## config.mk

```make
export PLATFORM = sky130hd
export DESIGN_NAME = dm_access_arbiter
export DESIGN_NICKNAME = d
export VERILOG_FILES = /design/src/rtl/dm_pkg.sv /design/src/rtl/dm_rr_picker.sv /design/src/rtl/dm_access_arbiter.sv
export SDC_FILE = /design/constraint.sdc
export NUM_CORES = 1
export LEC_CHECK = 0
export ABC_AREA = 1
export BUFFER_PORTS_ARGS = -buffer_cell sky130_fd_sc_hd__buf_2
export CELL_PAD_IN_SITES_DETAIL_PLACEMENT = 2
export CELL_PAD_IN_SITES_GLOBAL_PLACEMENT = 2
export CORE_MARGIN = 3
export CORE_UTILIZATION = 18
export DETAILED_ROUTE_END_ITERATION = 8
export GPL_TIMING_DRIVEN = 0
export PLACE_DENSITY_LB_ADDON = 0.1
export RECOVER_POWER = 25
export SLEW_MARGIN = 15
export SYNTH_ARGS = -nofsm -noshare
export SYNTH_HDL_FRONTEND = slang
export SYNTH_SLANG_ARGS = --single-unit
```

## constraint.sdc

```tcl
create_clock -name clk -period 1.45 [get_ports clk]
set_clock_uncertainty 0.2 [all_clocks]
set_input_delay 0.0725 -clock clk [delete_from_list [all_inputs] [get_ports clk]]
set_output_delay 0.0725 -clock clk [all_outputs]
set_load 0.02 [all_outputs]
```

## src/rtl/dm_pkg.sv

```systemverilog
// ---------------------------------------------------------------------------
// dm_pkg: shared types and access-code helpers for the data-memory arbiter.
// Rev 1.0
// ---------------------------------------------------------------------------
`default_nettype none

package dm_pkg;

  typedef enum logic [2:0] {
    DM_B  = 3'b000,
    DM_H  = 3'b001,
    DM_W  = 3'b010,
    DM_BU = 3'b100,
    DM_HU = 3'b101
  } dm_ctrl_e;

  typedef enum logic [1:0] {
    IDLE   = 2'd0,
    ACCESS = 2'd1,
    RESP   = 2'd2
  } arb_state_e;

  typedef enum logic {
    REQ_C = 1'b0,
    REQ_L = 1'b1
  } req_id_e;

  // Unsigned sizes only exist for loads; a store cannot zero-extend.
  function automatic logic ctrl_valid(input logic [2:0] ctrl, input logic wr);
    logic v;
    v = 1'b0;
    case (ctrl)
      DM_B, DM_H, DM_W: v = 1'b1;
      DM_BU, DM_HU:     v = !wr;
      default:          v = 1'b0;
    endcase
    return v;
  endfunction

  function automatic logic ctrl_misaligned(input logic [2:0] ctrl, input logic [1:0] addr_lo);
    logic m;
    m = 1'b0;
    case (ctrl)
      DM_H, DM_HU: m = addr_lo[0];
      DM_W:        m = (addr_lo != 2'b00);
      default:     m = 1'b0;
    endcase
    return m;
  endfunction

endpackage

`default_nettype wire

```

## src/rtl/dm_rr_picker.sv

```systemverilog
// ---------------------------------------------------------------------------
// dm_rr_picker: two-way picker, round-robin or fixed (port 0 wins). Rev 1.0
// ---------------------------------------------------------------------------
`default_nettype none

module dm_rr_picker (
  input  logic [1:0] i_req,
  input  logic       i_prio_mode,
  input  logic       i_ptr,
  output logic [1:0] o_gnt
);

  // i_ptr names the favoured requester on contention (0 = port 0).
  always_comb begin
    o_gnt = 2'b00;
    case (i_req)
      2'b01:   o_gnt = 2'b01;
      2'b10:   o_gnt = 2'b10;
      2'b11:   o_gnt = (i_prio_mode || !i_ptr) ? 2'b01 : 2'b10;
      default: o_gnt = 2'b00;
    endcase
  end

endmodule

`default_nettype wire

```

## src/rtl/dm_access_arbiter.sv

```systemverilog
// ---------------------------------------------------------------------------
// dm_access_arbiter: shares one data-memory port between CPU (C) and loader (L).
// Optional macro DM_ALIGN_CHECK_EN: misaligned half/word accesses end with Err.
// Rev 1.0
// ---------------------------------------------------------------------------
`default_nettype none

module dm_access_arbiter
  import dm_pkg::*;
#(
  parameter int ADDR_W    = 32,
  parameter int DATA_W    = 32,
  parameter int PRIO_MODE = 0
) (
  input  logic              clk,
  input  logic              rst,
  input  logic              CReq,
  input  logic [ADDR_W-1:0] CAddr,
  input  logic [DATA_W-1:0] CWrData,
  input  logic              CWr,
  input  logic [2:0]        CCtrl,
  output logic              CGnt,
  output logic              CDone,
  output logic [DATA_W-1:0] CRdData,
  output logic              CErr,
  input  logic              LReq,
  input  logic [ADDR_W-1:0] LAddr,
  input  logic [DATA_W-1:0] LWrData,
  input  logic              LWr,
  input  logic [2:0]        LCtrl,
  output logic              LGnt,
  output logic              LDone,
  output logic [DATA_W-1:0] LRdData,
  output logic              LErr,
  output logic [ADDR_W-1:0] DMAddresss,
  output logic [DATA_W-1:0] DMDataWr,
  output logic              DMWr,
  output logic [2:0]        DMCtrl,
  input  logic [DATA_W-1:0] DMDataRd
);

  arb_state_e        r_state;
  arb_state_e        w_state_nxt;
  req_id_e           r_id;
  logic              r_ptr;
  logic [ADDR_W-1:0] r_addr;
  logic [DATA_W-1:0] r_wdata;
  logic [DATA_W-1:0] r_rdata;
  logic              r_wr;
  logic [2:0]        r_ctrl;
  logic              r_fwd;
  logic              r_err;

  logic [1:0]        w_pick;
  logic [1:0]        w_gnt;
  logic              w_sel_l;
  logic [ADDR_W-1:0] w_addr;
  logic [DATA_W-1:0] w_wdata;
  logic              w_wr;
  logic [2:0]        w_ctrl;
  logic              w_valid;
  logic              w_misal;
  logic              w_done;

  dm_rr_picker u_picker (
    .i_req       ({LReq, CReq}),
    .i_prio_mode (PRIO_MODE != 0),
    .i_ptr       (r_ptr),
    .o_gnt       (w_pick)
  );

  assign w_gnt   = (r_state == IDLE && !rst) ? w_pick : 2'b00;
  assign w_sel_l = w_gnt[1];
  assign w_addr  = w_sel_l ? LAddr   : CAddr;
  assign w_wdata = w_sel_l ? LWrData : CWrData;
  assign w_wr    = w_sel_l ? LWr     : CWr;
  assign w_ctrl  = w_sel_l ? LCtrl   : CCtrl;
  assign w_valid = ctrl_valid(w_ctrl, w_wr);

`ifdef DM_ALIGN_CHECK_EN
  assign w_misal = w_valid && ctrl_misaligned(w_ctrl, w_addr[1:0]);
`else
  assign w_misal = 1'b0;
`endif

  always_ff @(posedge clk) begin
    if (rst) begin
      r_state <= IDLE;
    end else begin
      r_state <= w_state_nxt;
    end
  end

  // Reset is folded into the strobes so an aborted access never writes or completes.
  always_comb begin
    w_state_nxt = r_state;
    DMWr        = 1'b0;
    w_done      = 1'b0;
    case (r_state)
      IDLE: begin
        if (|w_gnt) w_state_nxt = ACCESS;
      end
      ACCESS: begin
        w_state_nxt = RESP;
        DMWr        = r_wr && r_fwd && !rst;
      end
      RESP: begin
        w_state_nxt = IDLE;
        w_done      = !rst;
      end
      default: w_state_nxt = IDLE;
    endcase
    CGnt    = w_gnt[0];
    LGnt    = w_gnt[1];
    CDone   = w_done && (r_id == REQ_C);
    LDone   = w_done && (r_id == REQ_L);
    CRdData = CDone ? r_rdata : '0;
    LRdData = LDone ? r_rdata : '0;
    CErr    = CDone && r_err;
    LErr    = LDone && r_err;
  end

  always_ff @(posedge clk) begin
    if (rst) begin
      r_id    <= REQ_C;
      r_ptr   <= 1'b0;
      r_addr  <= '0;
      r_wdata <= '0;
      r_rdata <= '0;
      r_wr    <= 1'b0;
      r_ctrl  <= 3'b000;
      r_fwd   <= 1'b0;
      r_err   <= 1'b0;
    end else begin
      if (|w_gnt) begin
        r_id    <= w_sel_l ? REQ_L : REQ_C;
        r_ptr   <= ~w_sel_l;
        r_addr  <= w_addr;
        r_wdata <= w_wdata;
        r_wr    <= w_wr;
        r_ctrl  <= w_ctrl;
        r_fwd   <= w_valid && !w_misal;
        r_err   <= w_misal;
      end
      if (r_state == ACCESS) begin
        r_rdata <= (r_fwd && !r_wr) ? DMDataRd : '0;
      end
    end
  end

  // The latch doubles as the memory-side bus so it only moves on a new grant.
  assign DMAddresss = r_addr;
  assign DMDataWr   = r_wdata;
  assign DMCtrl     = r_ctrl;

endmodule

`default_nettype wire

```

* Word level (Yosys, flattened, before mapping) *
Cells that the tools add are included.

operators by class
  equality and inequality tests = 10
  multiplexer cells = 16
  bitwise operators = 2
  reduce and logical (&&, ||, !) cells = 14

operators with widths
  cell                number
  $mux 32             5
  $eq 2x2->1 const B  3
  $eq 3x3->1 const B  2
  $logic_and 1x1->1   6
  $mux 2              3
  $pmux 2 s3          1
  $eq 2x1->1 const B  2
  $mux 1              4
  $pmux 2 s2          1
  $reduce_or 2->1     2
  $eq 3x1->1 const B  1
  $eq 3x2->1 const B  1
  $logic_not 1->1     3
  $logic_not 3->1     1
  $mux 3              1
  $reduce_or 3->1     1
  $logic_not 2->1     1
  $ne 2x1->1 const B  1
  $not 1->1           2
  $pmux 1 s2          1

storage, ports and cells
  register bits = 105
  bits of input ports = 172
  output and inout bits = 138
  logic and storage cells = 51

* Logic depth before layout (Yosys ltp) *
Gate-level depths: netlist (run 1).

  word-level depth = 7
  gate-level depth with buffers = 11
  mapped depth without buffers = 10

* Hierarchy *
Synthesis (run 1) repeated with hierarchy kept, for this count alone.

unflattened totals
  cells, all modules = 614
  area, all modules = 4541.9 um2

modules (own cells, without submodules)
  module             instances  cells each  area an instance (um2)  sequential area each (um2)
  dm_access_arbiter  1          604         4503.1                  2102.0
  dm_rr_picker       1          10          38.8                    0.0

* Worst setup path after synthesis (run 1) *
Ideal clock, no wire load.

  path type = register to output
  start = register r_state[0]
  end = output port LRdData[10]
  data arrival time = 1.486 ns
  required time = 1.178 ns
  path slack = -0.308 ns
  cell stages (with the launch flop) = 7
  path buffers = 1
  cells stage by stage = dfxtp_1 > inv_2 > nand3_1 > nor2_1 > inv_1 > clkbuf_1 > nor2_1

between the ends
  longest elaborated chain between the ends = 4

RTL lines
  element                 RTL line                  source
  start, declared         dm_access_arbiter.sv:42   arb_state_e r_state;
  start signal, assigned  dm_access_arbiter.sv:90   r_state <= w_state_nxt;
  $eq 2x2->1              dm_access_arbiter.sv:99   case (r_state)
  $mux 1                  dm_access_arbiter.sv:99
  $logic_and 1x1->1       dm_access_arbiter.sv:116  LDone = w_done && (r_id == REQ_L);
  via LDone               dm_access_arbiter.sv:32   output logic LDone,
  $mux 32                 dm_access_arbiter.sv:118  LRdData = LDone ? r_rdata : '0;
  end, declared           dm_access_arbiter.sv:33   output logic [DATA_W-1:0] LRdData,

The timed path passes the listed nets, and every way through them passes these cells.

* Final worst setup path (run 1) *
  start = register r_state[0]
  end = output port LRdData[6]

between the ends
  longest elaborated chain between the ends = 4

RTL lines
  element            RTL line
  $eq 2x2->1         dm_access_arbiter.sv:99
  $mux 1             dm_access_arbiter.sv:99
  $logic_and 1x1->1  dm_access_arbiter.sv:116
  $mux 32            dm_access_arbiter.sv:118

No other way between the ends.

==> run_results.csv, run 1 <==
group,metric,value,unit
outcome,status,"finished, violations left",
outcome,violations,"setup timing",
grt,gr-total-overflow,0,
grt,antenna_found_initial,2,
drt,wl_per_cell,19.0,um
timing,setup_viol,161,
cts,cts.sinks,105,
cts,clk_pin_slew_worst_paths,80,ps
final_layout,nets,1375,
timing,max_freq,0.511,GHz
cts,cts_buffers,9,
drt,vias,6619,
run,maxCapViolCount,0,
timing,slew_violations,0,
timing,slew-limit-headroom,0.508,
drt,vias_per_cell,4.30,
drt,antenna_left,0,
floorplan,core.rowCount,58,
critical_path,path_class,"reg2out",
pwr,p_total,7.94,mW
pwr,power_leakage,4.67,nW
final_layout,fillers,2703,
timing,whs,34.1,ps
yosys,syn_inst,661,
yosys,synth_compound_area_frac,0.172,
cts,cts_tree,"built",
floorplan,chipHeight,166,um
cts,clock-root-buffer,"clkbuf_16",
grt,first_global_vias,7711,
critical_path,crit_path_end_kind,"output port",
drt,wl_met3,1510,um
cts,clkLatencyLatePin,350,ps
grt,grt_usage,0.195,
yosys,synth_edf_count,0,
placed_design,dp_slack,-437,ps
cts,cts_buffer_depth,2,
critical_path,required,1180,ps
pwr,p_per_area,700,nW/um^2
placed_design,hpwlAfterDp,17100,um
critical_path,crit_path_max_fanout,8,
drt,drt-met1-wl,11200,um
floorplan,core,25200,sq um
yosys,synth-main-ff-cell,"dfxtp_1",
yosys,netlist-cell-type-count,24,
yosys,syn_avg_cell_area,6.99,sq um
placed_design,placed_cells,1299,
drt,drt_pass1_iterations,4,
yosys,synthArstFlopShare,0,
timing,rsz0062_at_grt,"true",
drt,top_layer,"met5",
final_layout,drive_gt1_frac,0.516,
yosys,yosysWarningCount,0,
yosys,synthMuxAreaShare,0,
placed_design,numPortBuffers,307,
floorplan,dieArea,27600,sq um
final_layout,final_core_util,0.450,
final_layout,stdcell_count,1539,
timing,worst_pin_slew,738,ps
critical_path,start_kind,"flop",
placed_design,gp_congestion,0.716,
timing,min_period,1960,ps
cts,h-tree-depth,3,
yosys,syn_area,4620,sq um
timing,min_period_over_period,1.35,
drt,drt_iter0_drc,194,
grt,grt_max_degree,17,
timing,hold_violations,0,
floorplan,die_x,166,um
timing,setup_slack,-508,ps
yosys,synth_top_family_by_area,"simple AND/OR/NAND/NOR gates",
grt,grt_pass1_wl,43400,um
yosys,synthSimpleGateAreaFrac,0.276,
final_layout,areaGrowthSynthToFinish,145,%
pwr,peakVddDrop,0.000396,V
min_path,hp-class,"in2reg",
floorplan,io_pins,310,
critical_path,cp.arrival,1690,ps
drt,route.met2.wl,16200,um
yosys,seq_area_frac_synth,0.455,
drt,wl,29300,um
yosys,synth_xor_area_frac,0,
yosys,synth-adder-area-share,0,
floorplan,start_util,0.184,
drt,drc,0,
yosys,synth_seq_cells,105,
placed cells by master, fill, tap and decap left out, types with 12 or more instances in the layout:
cell,instances
clkbuf_1,12
dlygate4sd3_1,169
a22oi_2,30
nand2_1,118
nand2_4,12
inv_1,43
clkbuf_16,25
buf_4,15
a31oi_1,39
a21oi_1,21
nand2_2,36
buf_6,96
nor2_1,51
nor2_4,90
buf_2,238
o21ai_1,18
dfxtp_1,103
layer usage:
| metal | GRT usage | vias to the layer above |
|---|---|---|
| li1 | - | 3208 |
| met2 | 0.377 | 194 |
| met1 | 0.216 | 3196 |
| met3 | 0.0490 | 19 |
| met4 | 0.0384 | 2 |
| met5 | 0 | - |
critical path: stages (launching register included):
cell and delay (ps):
dfxtp_4 360, inv_4 70, nand3_4 90, nor2_4 130
clkinvlp_4 110, buf_12 160, clkbuf_16 170, nor2_4 110
buf_6 130
sequential cells by signal (all words and copies together) (netlist names):
register and count:
r_rdata 32, r_id 1, r_wr 1, DMAddresss 32, DMCtrl 3, r_ptr 1, DMDataWr 32, r_fwd 1
r_state 2
through the flow:
stage	area [sq um]	TNS [ps]
after detailed placement	7140	-43880
after global routing	11300	-63780
after global placement	7140	-41400
after CTS	10500	-54340
final	11300	-50790
after floorplan	5190	-990
synthesized netlist by cell type (6+ instances only):
master    count  area [sq um]
nand2_1     166           623
buf_4         6          45.0
inv_2         7          26.3
a31oi_1      41           257
clkbuf_1     29           109
inv_1        45           169
a21oi_1      25           125
dfxtp_1     105          2100
o21ai_1      24           120
a22oi_1      32           240
buf_2         8          40.0
nor2_1      150           563
nand3_1       6          30.0
cells by family after synthesis:
family / count (synthesis)
compound gates: 128
simple gates: 327
other cells: 1
buf+inv: 100
flops: 105
cell type report:
cell class	count	area, sq um	share of cell area
repair buffers	532	4520	0.398
multi-input cells	457	3220	0.284
flip-flops and latches	105	2110	0.186
plain buffers	46	551	0.0486
well taps	330	413	0.0364
clock buffers	12	246	0.0217
inverters	52	224	0.0198
clock inverters	4	52.6	0.00464
diodes	1	2.50	0.000221
path summary, 6_finish.rpt:
path,end,cells past startpoint,start,slack [ps]
max reg2reg,DMDataWr[3],11,r_state[0],-420
max,LRdData[6],8,r_state[0],-510
min reg2reg,DMDataWr[25],2,DMDataWr[25],270
min,r_state[0],4,LReq,30
power breakdown:
group	switching (mW)	leakage [nW]	total (mW)	internal, mW
Clock	1.19	0.147	2.59	1.40
Combinational	1.14	3.67	2.22	1.08
Sequential	0.0921	0.857	3.13	3.04
Total	2.42	4.67	7.94	5.52
repair_timing:
item                                    CTS  global route
gates resized for setup                 238           206
pin swaps                                30            62
setup buffers                            21            23
hold buffers                            169             0
cloned                                   14             3
endpoints found under the setup margin  172           170
hold endpoints to repair                102             0
Note: power is estimated with default switching activity, not from simulation.
==> run 2: changes to the inputs <==
--- a/config.mk
+++ b/config.mk
@@ -15,6 +15,7 @@
 export GPL_TIMING_DRIVEN = 0
 export PLACE_DENSITY_LB_ADDON = 0.1
 export RECOVER_POWER = 25
+export SETUP_SLACK_MARGIN = 0.05
 export SLEW_MARGIN = 15
 export SYNTH_ARGS = -nofsm -noshare
 export SYNTH_HDL_FRONTEND = slang
==> run 2 against run 1 <==
Compared with the run above: the run still ends with setup timing left; cell area is 5.7% higher; worst setup slack better by 120 ps; via count rose by 2.5%; sequential power grew 1%; final cell count grew 0.78%; critical path depth is 1 higher; fmax rose by 6.2%; utilization increased by 2.5 points; clock power up 2%; critical endpoint is now DMDataWr[17]; largest power group unchanged.
==> run_results.csv, run 2 (synthesis gave the netlist of run 1 again) <==
group,metric,value,unit
outcome,status,"finished, violations left",
outcome,violations,"setup timing",
critical_path,crit_path_max_fanout,6,
drt,drt_iter0_drc,164,
critical_path,worstPathCellList,"inv_4 > nand3_4 > buf_6 > a21oi_4 > clkinv_4 > buf_12 > clkbuf_16 > nand2_4 > a31oi_1",
critical_path,required,1450,ps
pwr,power_leakage,4.86,nW
critical_path,cp.arrival,1850,ps
floorplan,core.rowCount,58,
timing,hold_violations,0,
cts,cts_buffer_depth,2,
drt,drc,0,
critical_path,start_kind,"flop",
cts,hold_buffers,169,
grt,grt_usage,0.198,
final_layout,mostFrequentLayoutCell,"buf_2",
critical_path,cp_slowest_cell,"dfxtp_4",
timing,min_period_over_period,1.27,
final_layout,fillers,2666,
min_path,hp-class,"in2reg",
grt,gr-total-overflow,0,
pwr,p_per_area,699,nW/um^2
cts,cts_tree,"built",
grt,antenna_found_initial,4,
placed_design,dp_slack,-431,ps
floorplan,io_pins,310,
final_layout,final_cell_mix,"buf_2 (222), dlygate4sd3_1 (169), dfxtp_1 (102)",
timing,setup_slack,-393,ps
timing,worst_pin_slew,721,ps
timing,whs,6.78,ps
cts,clkLatencyLatePin,350,ps
grt,grt_pass1_wl,44000,um
critical_path,crit_path_end_kind,"flop",
floorplan,start_util,0.184,
placed_design,numPortBuffers,307,
drt,antenna_left,0,
drt,vias,6783,
placed_design,hpwlAfterDp,17100,um
floorplan,dieArea,27600,sq um
timing,rsz0062_at_grt,"true",
run,maxCapViolCount,0,
final_layout,drive_gt1_frac,0.558,
floorplan,core,25200,sq um
placed_design,gp_congestion,0.711,
timing,setup_viol,172,
placed_design,placed_cells,1299,
cts,cts.sinks,105,
timing,slew_violations,0,
cts,clock-root-buffer,"clkbuf_16",
drt,vias_per_cell,4.37,
floorplan,die_x,166,um
critical_path,path_class,"reg2reg",
floorplan,chipHeight,166,um
cts,clk_pin_slew_worst_paths,80,ps
final_layout,nets,1385,
final_layout,areaGrowthSynthToFinish,159,%
timing,max_freq,0.542,GHz
cts,cts_buffers,9,
timing,slew-limit-headroom,0.519,
grt,first_global_vias,7645,
drt,wl_per_cell,19.4,um
drt,drt_pass1_iterations,4,
drt,wl,30100,um
timing,min_period,1840,ps
critical_path,critPathMaxStageDelay,370,ps
final_layout,stdcell_count,1551,
pwr,peakVddDrop,0.000469,V
grt,grt_max_degree,17,
cts,h-tree-depth,3,
## run 2: cell types whose count changed in the layout (fill, tap and decap cells not counted), moves of 7 or more
cell      change
a21oi_1       -7
buf_12        +8
buf_2        -16
buf_4         +7
buf_6        -10
clkbuf_1     +16
nand2_1      -24
nand2_4      +22
nor2_1       -11
nor2_4        +7
o21ai_1      -12
o21ai_2      +12
## run 2: worst paths after layout
kind / startpoint / end / slack [ps] / cells after the start
setup / recovery: r_state[1] / DMDataWr[17] / -390 / 9
hold / removal: LReq / r_state[0] / 7 / 4
setup reg to reg: r_state[1] / DMDataWr[17] / -390 / 9
hold reg to reg: DMDataWr[25] / DMDataWr[25] / 270 / 2
## run 2: where the power goes
part	total, mW	switching [mW]	internal [mW]
Clock	2.63	1.23	1.40
Combinational	2.57	1.27	1.30
Sequential	3.17	0.135	3.04
Total	8.38	2.64	5.74
## run 2: timing repair
action / in CTS / in global routing
buffers inserted: 32 / 17
pin swaps: 49 / 75
endpoints found under the hold margin: 101 / 1
endpoints found under the setup margin: 172 / 173
gates cloned: 15 / 6
gates resized for setup: 303 / 229
## run 2: cell type report
class / instances / area [sq um] / area share
timing repair inverter: 1 / 11.3 / 0.000940
timing repair buffer: 541 / 4630 / 0.387
tap: 330 / 413 / 0.0345
clock inverter: 4 / 51.3 / 0.00428
inverter: 52 / 215 / 0.0180
antenna: 3 / 7.51 / 0.000627
sequential: 105 / 2110 / 0.176
buffer: 46 / 669 / 0.0559
clock buffer: 12 / 246 / 0.0206
multi-input combinational: 457 / 3610 / 0.302
## run 2: critical path: cells and delay by family (launching register included)
kind	cells	cell delay [ps]
simple gates	2	140
compound gates	2	270
buf+inv	5	700
flops	1	370
## run 2: per-stage QoR
stage	total power, mW	utilization	instance area, sq um	setup TNS [ps]
after floorplan	3.91	-	5280	-567
after detailed placement	4.51	0.287	7230	-39600
after global placement	4.50	0.287	7230	-41870
after CTS	8.01	0.433	10900	-47450
after global routing	8.77	0.476	12000	-66010
final	8.38	0.476	12000	-52660
## run 2: routing by layer
metal,wire length [um],vias to the layer above,GRT usage
met1,11400,3300,0.226
met3,1570,33,0.0440
li1,-,3241,-
met5,7,-,0
met2,16600,207,0.370
met4,550,2,0.0603
==> run 3: changes to the inputs <==
--- a/config.mk
+++ b/config.mk
@@ -9,7 +9,6 @@
 export BUFFER_PORTS_ARGS = -buffer_cell sky130_fd_sc_hd__buf_2
 export CELL_PAD_IN_SITES_DETAIL_PLACEMENT = 2
 export CELL_PAD_IN_SITES_GLOBAL_PLACEMENT = 2
-export CORE_MARGIN = 3
 export CORE_UTILIZATION = 18
 export DETAILED_ROUTE_END_ITERATION = 8
 export GPL_TIMING_DRIVEN = 0
==> run 3 against run 2 <==
Compared with the run above: the run still ends with setup timing left; highest routed layer is now met4; die area down 4.8%; clock power rose by 6%; routed wire length fell by 9.4%; largest power group unchanged; sequential cell count unchanged; worst setup slack gained 34 ps; utilization fell by 3.8 points; sequential share of layout area grew 1.5 points; register-to-register slack better by 40 ps.
==> run_results.csv, run 3 (synthesis gave the netlist of run 1 again) <==
group,metric,value,unit
grt,grt_pass1_wl,42100,um
drt,antenna_left,0,
grt,antenna_found_initial,2,
floorplan,core.rowCount,58,
floorplan,chipHeight,162,um
floorplan,start_util,0.184,
critical_path,crit_path_max_fanout,10,
floorplan,core,25200,sq um
cts,h-tree-depth,3,
grt,first_global_vias,7492,
critical_path,cp_slowest_cell,"dfxtp_4",
run,maxCapViolCount,0,
cts,clkLatencyLatePin,350,ps
outcome,violations,"setup timing",
cts,clock-root-buffer,"clkbuf_16",
final_layout,nets,1368,
timing,whs,97.8,ps
pwr,p_total,8.18,mW
final_layout,drive_gt1_frac,0.489,
critical_path,critPathMaxStageDelay,360,ps
critical_path,path_class,"reg2out",
cts,clk_pin_slew_worst_paths,70,ps
final_layout,mostFrequentLayoutCell,"buf_2",
critical_path,worstPathCellList,"inv_4 > nand3_4 > nor2_4 > inv_4 > clkbuf_16 > nor2_4 > buf_6",
floorplan,io_pins,310,
timing,hold_violations,0,
timing,worst_pin_slew,708,ps
timing,setup_slack,-360,ps
min_path,hp-class,"in2reg",
timing,setup_viol,145,
placed_design,hpwlAfterDp,16600,um
cts,cts_buffer_depth,2,
placed_design,placed_area,7230,sq um
pwr,p_per_area,742,nW/um^2
critical_path,crit_buf_inv,4,
cts,cts_tree,"built",
grt,grt_usage,0.207,
drt,drt_iter0_drc,144,
timing,max_freq,0.553,GHz
critical_path,path_delay_family,"buffers and inverters",
cts,cts.sinks,105,
drt,vias_per_cell,4.29,
critical_path,start_kind,"flop",
timing,rsz0062_at_grt,"true",
drt,wl,27200,um
drt,drt_pass1_iterations,4,
final_layout,final_cell_mix,"buf_2 (241), dlygate4sd3_1 (169), nand2_1 (104)",
final_layout,areaGrowthSynthToFinish,138,%
timing,min_period_over_period,1.25,
critical_path,cp.arrival,1540,ps
floorplan,dieArea,26300,sq um
placed_design,numPortBuffers,307,
critical_path,required,1180,ps
timing,slew_violations,0,
floorplan,die_x,162,um
drt,wl_per_cell,17.8,um
pwr,power_leakage,4.65,nW
drt,vias,6583,
timing,min_period,1810,ps
drt,drc,0,
grt,gr-total-overflow,0,
grt,grt_max_degree,17,
critical_path,crit_path_end_kind,"output port",
outcome,status,"finished, violations left",
cts,cts_buffers,9,
placed_design,gp_congestion,0.722,
timing,slew-limit-headroom,0.528,
final_layout,final_core_util,0.438,
pwr,peakVddDrop,0.000418,V
final_layout,fin_area,11000,sq um
run 3: timing repair:
| action | CTS | global route |
|---|---|---|
| pin swaps | 67 | 9 |
| buffers inserted | 26 | 7 |
| gates resized for setup | 313 | 33 |
| hold buffers | 169 | 0 |
| setup endpoints to repair | 172 | 173 |
| gates cloned | 16 | 0 |
| hold endpoints to repair | 101 | 0 |
run 3: worst min-delay path, cell delays in order:
cell	delay [ps]
buf_2	110
clkbuf_2	330
nor2_2	80
run 3: worst paths after layout:
kind | end | depth (start not counted) | slack, ps | from
max reg2reg | DMAddresss[3] | 10 | -350 | r_state[1]
min reg2reg | DMAddresss[11] | 2 | 270 | DMAddresss[11]
min | r_state[1] | 3 | 100 | rst
max | CRdData[17] | 7 | -360 | r_state[0]
run 3: report_power, final:
group	internal, mW	total [mW]	switching [mW]
logic	1.17	2.25	1.08
clock network	1.57	2.78	1.21
registers	3.04	3.15	0.108
run 3: through the flow:
stage               instances  worst slack [ps]  setup TNS (ps)
finish                   1533              -360          -39960
global route             1533              -430          -51530
CTS                      1525              -353          -39520
detailed placement       1299              -424          -39880
global placement         1299              -411          -36730
floorplan                 662             -55.3            -567
run 3: cell type report:
class	count	area [sq um]
clock buffers	12	246
diodes	2	5.00
flip-flops and latches	105	2110
multi-input cells	457	2930
well taps	330	413
repair buffers	524	4390
clock inverters	4	76.3
inverters	52	215
fillers	2810	14200
plain buffers	47	638
run 3: metal layers:
metal | GRT usage | wire length, um | vias to the layer above
li1 | - | - | 3207
met1 | 0.241 | 11100 | 3171
met2 | 0.385 | 14600 | 183
met3 | 0.0414 | 1250 | 22
met4 | 0.0459 | 363 | 0
met5 | 0 | 0 | -
